### config.mk
export PLATFORM = sky130hd
export DESIGN_NAME = uart_rx_command_controller
export DESIGN_NICKNAME = d
export VERILOG_FILES = /design/src/rtl/uart_rx_command_controller.sv
export SDC_FILE = /design/constraint.sdc
export NUM_CORES = 1
export LEC_CHECK = 0
export ABC_AREA = 1
export BUFFER_PORTS_ARGS = -buffer_cell sky130_fd_sc_hd__buf_2
export CORE_MARGIN = 1
export CORE_UTILIZATION = 55
export CTS_CLUSTER_DIAMETER = 30
export DETAILED_ROUTE_END_ITERATION = 10
export PLACE_DENSITY = 0.79
export SYNTH_ARGS = -nofsm -noshare
export SYNTH_HDL_FRONTEND = slang
export SYNTH_SLANG_ARGS = --single-unit
### constraint.sdc
create_clock -name clk -period 1.9 [get_ports clk]
set_input_delay 0.19 -clock clk [delete_from_list [all_inputs] [get_ports clk]]
set_output_delay 0.19 -clock clk [all_outputs]
set_load 0.02 [all_outputs]
### src/rtl/uart_rx_command_controller.sv
// UART receive command controller.
// Decodes an opcode byte from the UART receiver, collects its operand bytes
// and issues one-cycle register-file / ALU strobes. Receive errors, unknown
// opcodes and inter-byte timeouts abort the command with a command_error pulse.
module uart_rx_command_controller #(
    parameter int DATA_WIDTH         = 8,
    parameter int ADDRESS_WIDTH      = 4,
    parameter int ALU_FUNCTION_WIDTH = 4,
    parameter int OPERAND_A_ADDRESS  = 0,
    parameter int OPERAND_B_ADDRESS  = 1,
    parameter int TIMEOUT_CYCLES     = 4096
) (
    input  logic                          clk,
    input  logic                          reset,
    input  logic                          rx_data_valid,
    input  logic [DATA_WIDTH-1:0]         rx_parallel_data,
    input  logic                          rx_parity_error,
    input  logic                          rx_frame_error,
    input  logic                          command_ready,
    output logic                          register_write_enable,
    output logic                          register_read_enable,
    output logic [ADDRESS_WIDTH-1:0]      register_address,
    output logic [DATA_WIDTH-1:0]         register_write_data,
    output logic                          alu_enable,
    output logic [ALU_FUNCTION_WIDTH-1:0] alu_function,
    output logic                          command_error,
    output logic                          busy
);

    localparam int COUNT_WIDTH = $clog2(TIMEOUT_CYCLES);
    localparam logic [COUNT_WIDTH-1:0] COUNT_LAST = COUNT_WIDTH'(TIMEOUT_CYCLES - 1);

    localparam logic [DATA_WIDTH-1:0] OPCODE_WRITE    = DATA_WIDTH'(8'hAA);
    localparam logic [DATA_WIDTH-1:0] OPCODE_READ     = DATA_WIDTH'(8'hBB);
    localparam logic [DATA_WIDTH-1:0] OPCODE_ALU_OPS  = DATA_WIDTH'(8'hCC);
    localparam logic [DATA_WIDTH-1:0] OPCODE_ALU_ONLY = DATA_WIDTH'(8'hDD);

    typedef enum logic [2:0] {
        IDLE, WR_ADDR, WR_DATA, RD_ADDR, OP_A, OP_B, FUNC, ISSUE
    } state_t;

    state_t                          state, next_state;
    logic [COUNT_WIDTH-1:0]          count, next_count;
    logic                            error_level_q;
    logic                            pending_alu, next_pending_alu;
    logic [ADDRESS_WIDTH-1:0]        next_address;
    logic [DATA_WIDTH-1:0]           next_write_data;
    logic [ALU_FUNCTION_WIDTH-1:0]   next_function;
    logic                            next_write_enable, next_read_enable;
    logic                            next_alu_enable, next_command_error;
    logic                            error_event;

    // Rising edge of either receiver error flag; level flags stay high for a whole frame.
    assign error_event = (rx_parity_error | rx_frame_error) & ~error_level_q;

    // State, counter and all outputs are registered here.
    always_ff @(posedge clk or posedge reset) begin
        if (reset) begin
            state                 <= IDLE;
            count                 <= '0;
            error_level_q         <= 1'b0;
            pending_alu           <= 1'b0;
            register_write_enable <= 1'b0;
            register_read_enable  <= 1'b0;
            register_address      <= '0;
            register_write_data   <= '0;
            alu_enable            <= 1'b0;
            alu_function          <= '0;
            command_error         <= 1'b0;
            busy                  <= 1'b0;
        end else begin
            // NOTE: non-blocking here so every flop samples pre-edge values.
            state                 <= next_state;
            count                 <= next_count;
            error_level_q         <= rx_parity_error | rx_frame_error;
            pending_alu           <= next_pending_alu;
            register_write_enable <= next_write_enable;
            register_read_enable  <= next_read_enable;
            register_address      <= next_address;
            register_write_data   <= next_write_data;
            alu_enable            <= next_alu_enable;
            alu_function          <= next_function;
            command_error         <= next_command_error;
            busy                  <= (next_state != IDLE);
        end
    end

    // Next-state, timeout and output decode; error events take priority over bytes.
    always_comb begin
        // NOTE: every variable gets a default first so no latch is inferred.
        next_state         = state;
        next_count         = count;
        next_pending_alu   = pending_alu;
        next_address       = register_address;
        next_write_data    = register_write_data;
        next_function      = alu_function;
        next_write_enable  = 1'b0;
        next_read_enable   = 1'b0;
        next_alu_enable    = 1'b0;
        next_command_error = 1'b0;

        if (error_event) begin
            next_command_error = 1'b1;
            next_state         = IDLE;
            next_count         = '0;
        end else begin
            case (state)
                IDLE: begin
                    next_count = '0;
                    if (rx_data_valid) begin
                        case (rx_parallel_data)
                            OPCODE_WRITE:    next_state = WR_ADDR;
                            OPCODE_READ:     next_state = RD_ADDR;
                            OPCODE_ALU_OPS:  next_state = OP_A;
                            OPCODE_ALU_ONLY: next_state = FUNC;
                            default:         next_command_error = 1'b1;
                        endcase
                    end
                end
                ISSUE: begin
                    next_count = '0;
                    // A stray byte is rejected but the pending command survives.
                    if (rx_data_valid) next_command_error = 1'b1;
                    if (command_ready) begin
                        next_state       = IDLE;
                        next_alu_enable  = pending_alu;
                        next_read_enable = ~pending_alu;
                    end
                end
                default: begin
                    if (rx_data_valid) begin
                        next_count = '0;
                        case (state)
                            WR_ADDR: begin
                                next_address = rx_parallel_data[ADDRESS_WIDTH-1:0];
                                next_state   = WR_DATA;
                            end
                            WR_DATA: begin
                                next_write_data   = rx_parallel_data;
                                next_write_enable = 1'b1;
                                next_state        = IDLE;
                            end
                            RD_ADDR: begin
                                next_address     = rx_parallel_data[ADDRESS_WIDTH-1:0];
                                next_pending_alu = 1'b0;
                                next_state       = ISSUE;
                            end
                            OP_A: begin
                                next_address      = ADDRESS_WIDTH'(OPERAND_A_ADDRESS);
                                next_write_data   = rx_parallel_data;
                                next_write_enable = 1'b1;
                                next_state        = OP_B;
                            end
                            OP_B: begin
                                next_address      = ADDRESS_WIDTH'(OPERAND_B_ADDRESS);
                                next_write_data   = rx_parallel_data;
                                next_write_enable = 1'b1;
                                next_state        = FUNC;
                            end
                            FUNC: begin
                                next_function    = rx_parallel_data[ALU_FUNCTION_WIDTH-1:0];
                                next_pending_alu = 1'b1;
                                next_state       = ISSUE;
                            end
                            default: next_state = IDLE;
                        endcase
                    end else if (count == COUNT_LAST) begin
                        next_command_error = 1'b1;
                        next_state         = IDLE;
                        next_count         = '0;
                    end else begin
                        next_count = count + COUNT_WIDTH'(1);
                    end
                end
            endcase
        end
    end

endmodule
* Word level (Yosys, flattened, before mapping)
Cells that the tools add are included.
** Word-level totals
- Bits in registers :: 38
- Latch bits :: 0
- RAM bits :: 0
- Memory bits (read-only) :: 0
- Input bits :: 14
- Output and inout bits :: 21
- Logic and storage cells :: 75
- Memories kept :: 0
** Operators by class
- $add $sub $neg :: 1
- Multiply operators :: 0
- Div/mod/pow operators :: 0
- $lt $le $gt $ge :: 0
- Eq/ne operators :: 12
- Shift operators :: 0
- Mux-type cells :: 31
- Bitwise operators :: 6
- Reduce and logical (&&, ||, !) cells :: 13
** Operators by type and width (count)
- 12-bit 2-to-1 mux :: 4
- 8-bit == test, second input constant :: 4
- 3-bit one-hot mux with 4 select lines :: 2
- 1-bit 2-to-1 mux :: 16
- 4-bit AND reduction :: 4
- 3-bit 2-to-1 mux :: 5
- 12-bit by 1-bit adder with 12-bit output, second input constant :: 1
- 12-bit == test, second input constant :: 1
- 3-bit == test, second input constant :: 4
- 4-bit one-hot mux with 3 select lines :: 1
- 3-bit by 2-bit == test with 1-bit output, second input constant :: 2
- 3-bit one-hot mux with 2 select lines :: 1
- 3-bit nonzero test :: 2
- 2-bit OR reduction :: 3
- 1-bit inverter :: 4
- 1-bit one-hot mux with 2 select lines :: 2
- 4-bit OR reduction :: 1
- 3-bit by 1-bit == test with 1-bit output, second input constant :: 1
- 3-bit logical NOT :: 1
- 3-bit OR reduction :: 1
- 2-bit nonzero test :: 1
- 1-bit bitwise AND :: 1
- 1-bit bitwise OR :: 1

* Depth between registers and ports, before layout
- Depth in word-level cells :: 7
- Gate-level depth with buffers :: 11
- Depth with buffers taken out :: 11

* Worst setup path after synthesis
Ideal clock, no wire load.
- Path kind :: register to register
- Start point :: reg state[0]
- End point :: reg busy
- Library setup time :: 119 ps
- Data arrival time :: 1264 ps
- Required time :: 1781 ps
- Slack :: 517 ps
- Cell stages (with the launch flop) :: 12
- Buffers on the path :: 1
- Clock period less this slack :: 1383 ps
- Cell sequence :: dfrtp_1 -> buf_6 -> nor2_2 -> nand2_1 -> nand2_2 -> inv_2 -> nand2_4 -> nor2_1 -> nand2_1 -> nand2_1 -> nor2_1 -> nand2_1
** On the way
- Word-level cells in the longest chain between the ends :: 7
- Elaborated cells on any way between the ends :: 17
- Classes of those cells :: 6 x eq/ne; 8 x mux; 3 x reduce/logical
** Ends and longest elaborated chain
- from (decl) :: RTL line 42 : state_t state, next_state;
- from (signal assigned) :: RTL line 73 : state <= next_state;
- 3-bit == test or 3-bit by 2-bit == test with 1-bit output (tied branches) :: RTL line 133 : case (state)
- 2-bit OR reduction (no line)
- 3-bit one-hot mux with 4 select lines :: RTL line 133
- 3-bit 2-to-1 mux :: RTL line 131 : if (rx_data_valid) begin
- 3-bit one-hot mux with 2 select lines * :: RTL line 107 : case (state)
- 3-bit 2-to-1 mux * :: RTL line 102 : if (error_event) begin
- via next_state[1] :: RTL line 42
- 3-bit nonzero test * :: RTL line 84 : busy <= (next_state != IDLE);
- to (signal assigned) :: RTL line 84
- to (decl) :: RTL line 27 : output logic busy
The timed path passes the listed nets; every way through them passes the cells marked *.
A chain may end at the register's enable or synchronous reset.

* Worst setup path after layout
- Start point :: reg count[0]
- End point :: reg busy
** On the way
- Word-level cells in the longest chain between the ends :: 6
** Ends and longest elaborated chain
- from (decl) :: RTL line 43 : logic [COUNT_WIDTH-1:0] count, next_count;
- from (signal assigned) :: RTL line 74 : count <= next_count;
- 12-bit == test :: RTL line 167 : end else if (count == COUNT_LAST) begin
- 3-bit 2-to-1 mux :: RTL line 167
- 3-bit 2-to-1 mux :: RTL line 131
- 3-bit one-hot mux with 2 select lines :: RTL line 107
- 3-bit 2-to-1 mux :: RTL line 102
- via next_state[2] :: RTL line 42
- 3-bit nonzero test :: RTL line 84
The timed path passes the listed nets, and every way through them passes these cells.

==> impl_metrics.toml <==
[run_status]
status = "finished clean"

[floorplan]
initial_core_util_pct = 59.9
die_h_um = 60.8
io_pins = 35
die_w_um = 60.8
core_um2 = 3180
row_count = 20
die_area_um2 = 3700

[layout]
fill_cells = 281
register_area_um2 = 951
drive_gt1_share_pct = 19.0
multi_input_area_um2 = 793
nNetsFinal = 298
final_common_cell = "nand2_1"
layout_common_cells = "70 x nand2_1, 38 x dfrtp_1, 34 x inv_1, 34 x nor2_1, 34 x buf_2"
area_delta_synth_final_pct = 14.9
diodes = 0

[routing]
detail-route-antenna-nets = 0
dr_total_vias = 1621
post-route-drc-count = 0
routed_wl_um = 3650
first_pass_iters = 4
vias_per_cell = 4.94
post_drt_wl_per_cell_um = 11.1
drt_iter0_markers = 58

[min_path]
hp-start = "rx_frame_error"
hold_path_end = "error_level_q$_DFF_PP0_"
worstHoldPathType = "in -> reg"
hold_depth = 3

[global_routing]
grt_pass1_wl_um = 5860
antenna_found_initial = 0
grt_pass1_vias = 1404
grt_max_degree = 39
grt_use_total_pct = 21.9
grt.overflow.total = 0

[cts]
clkTransAtPathRegs_ns = 0.10
cts_tree = "yes"
cts-resized-gates = 0
root_buffer = "clkbuf_4"
clk_latency_ns = 0.35
htree_levels = 2
cts_buffers = 5
clk_path_buf_depth = 2
postCtsSetupRepairBufs = 0
cts_sinks = 38

[power_and_ir_drop]
p_per_area_nw_per_um2 = 1300
ir_worst_vdd_uv = 712
finalPower_uw = 2850
cellLeakagePower_uw = 0.00119

[synthesis]
yosysUniqueCellTypes = 28
synth_nets = 258
synthCells = 243
syn-cell-area_um2 = 1900
yosysWarnings = 0
syn_area_per_cell_um2 = 7.83
synth-seq-cells = 38
synth.yosys.seq_area_share_pct = 50.0

[critical_path]
reg2reg_to = "busy$_DFF_PP0_"
r2r_setup_slack_ns = 0.28
cp_data_required_time_ns = 2.14
cp-end-kind = "flop"
cp_max_fo = 3
cp-start-kind = "flop"
worstPathArrival_ns = 1.86
worstSetupPathType = "reg -> reg"
r2r-start = "count[0]$_DFF_PP0_"
reg2reg_depth = 10

[timing]
period_needed_ns = 1.62
worstMarginPinSlew_ns = 0.498
tns_ns = 0
fmax_mhz = 617
slew_headroom_pct = 66.7
fin_skew_ns = 0.0123
final-setup-viol-count = 0
hold_viol_final = 0
min_period_over_period_pct = 85.3
rsz0062_at_grt = "no"
slew_violations = 0

[run]
cap_violations = 0

[placed_design]
dpl.hpwl_um = 2740
routabilityCongestion = 0.887
port_buffers = 34
==> stage by stage <==
step | util [%] | setup WS, ns | hold slack, ns | std cells | area, um2
3_5_place_dp | 66.5 | 0.315 | 0.327 | 319 | 2110
6_report | 68.8 | 0.279 | 0.0390 | 328 | 2190
3_3_place_gp | 66.5 | 0.361 | 0.318 | 319 | 2110
4_1_cts | 68.8 | 0.286 | 0.0319 | 328 | 2190
2_1_floorplan | - | 0.517 | 0.293 | 243 | 1900
5_1_grt | 68.8 | 0.0920 | 0.0444 | 328 | 2190
==> repair_timing <==
action,in CTS,in global routing
endpoints found under the hold margin,38,0
hold buffers,1,0
setup endpoints to repair,0,0
==> state kept, by name, summed over array words and instances, names as in the netlist <==
| name | cells |
|---|---|
| register_address | 4 |
| register_write_enable | 1 |
| count | 12 |
| command_error | 1 |
| alu_enable | 1 |
| state | 3 |
| register_write_data | 8 |
| pending_alu | 1 |
| error_level_q | 1 |
| alu_function | 4 |
| register_read_enable | 1 |
| busy | 1 |
==> critical path, cell delays in order (launching register included) <==
cell     delay [ns]
dfrtp_1        0.38
ha_1           0.17
nand2_1        0.08
nor2_1         0.20
nand3_1        0.14
nor2_1         0.17
nand2_1        0.09
nand2_1        0.10
nor2_1         0.07
nor2_1         0.08
nand2_1        0.05
==> routing by layer <==
metal	vias to the layer above	part of all wire, %	track usage (%)
li1	836	-	-
met1	749	47	30.9
met2	34	47	33.1
met3	2	5.4	5.97
met4	0	0.60	6.82
met5	-	0	0
==> power by group <==
group / switching (uW) / total [uW] / internal (uW)
combinational: 814 / 1210 / 395
clock: 273 / 451 / 178
sequential: 151 / 1190 / 1040
total: 1240 / 2850 / 1610
==> synthesized netlist by cell type (all sizes together) <==
cell type  instances  area [um2]
xnor2              1        8.76
nor4               1        6.26
nand2             74         293
nand3             15        75.1
dfrtp             38         951
ha                 1        12.5
and3               1        6.26
a21oi              9        45.0
o21ai             14        70.1
buf                3        23.8
inv               36         135
xor2               4        35.0
nor2              36         145
nor3               2        21.3
a21boi             1        7.51
nor3b              1        12.5
o21bai             1        7.51
a211oi             1        7.51
nand4              4        40.0
==> how the worst max path moves through the flow <==
stage                       start        endpoint  slack [ns]  cells after the start
5_1_grt        count[0]$_DFF_PP0_  busy$_DFF_PP0_        0.09                     10
3_3_place_gp   count[0]$_DFF_PP0_  busy$_DFF_PP0_        0.36                     10
2_1_floorplan  state[0]$_DFF_PP0_  busy$_DFF_PP0_        0.52                     11
3_5_place_dp   count[0]$_DFF_PP0_  busy$_DFF_PP0_        0.31                     10
6_report       count[0]$_DFF_PP0_  busy$_DFF_PP0_        0.28                     10
4_1_cts        count[0]$_DFF_PP0_  busy$_DFF_PP0_        0.29                     10
==> cells by family (layout without fill, tap and decap cells) <==
group,Yosys count,after routing,synth area share (%)
xor gates and xnor gates,5,5,2.30
buffers and inverters,39,80,8.35
AOI/OAI and AO/OA,26,26,7.23
adders and majority gates,1,1,0.657
and+or+nand+nor,134,134,31.5
DFF,38,38,50.0
==> area by class of cell <==
| class | instances | share of cell area (%) |
|---|---|---|
| clock inverter | 2 | 0.572 |
| sequential | 38 | 43.5 |
| timing repair buffer | 36 | 8.59 |
| tap | 44 | 2.52 |
| multi-input combinational | 166 | 36.3 |
| inverter | 36 | 6.18 |
| clock buffer | 6 | 2.35 |
(Power assumes the default switching activity.)
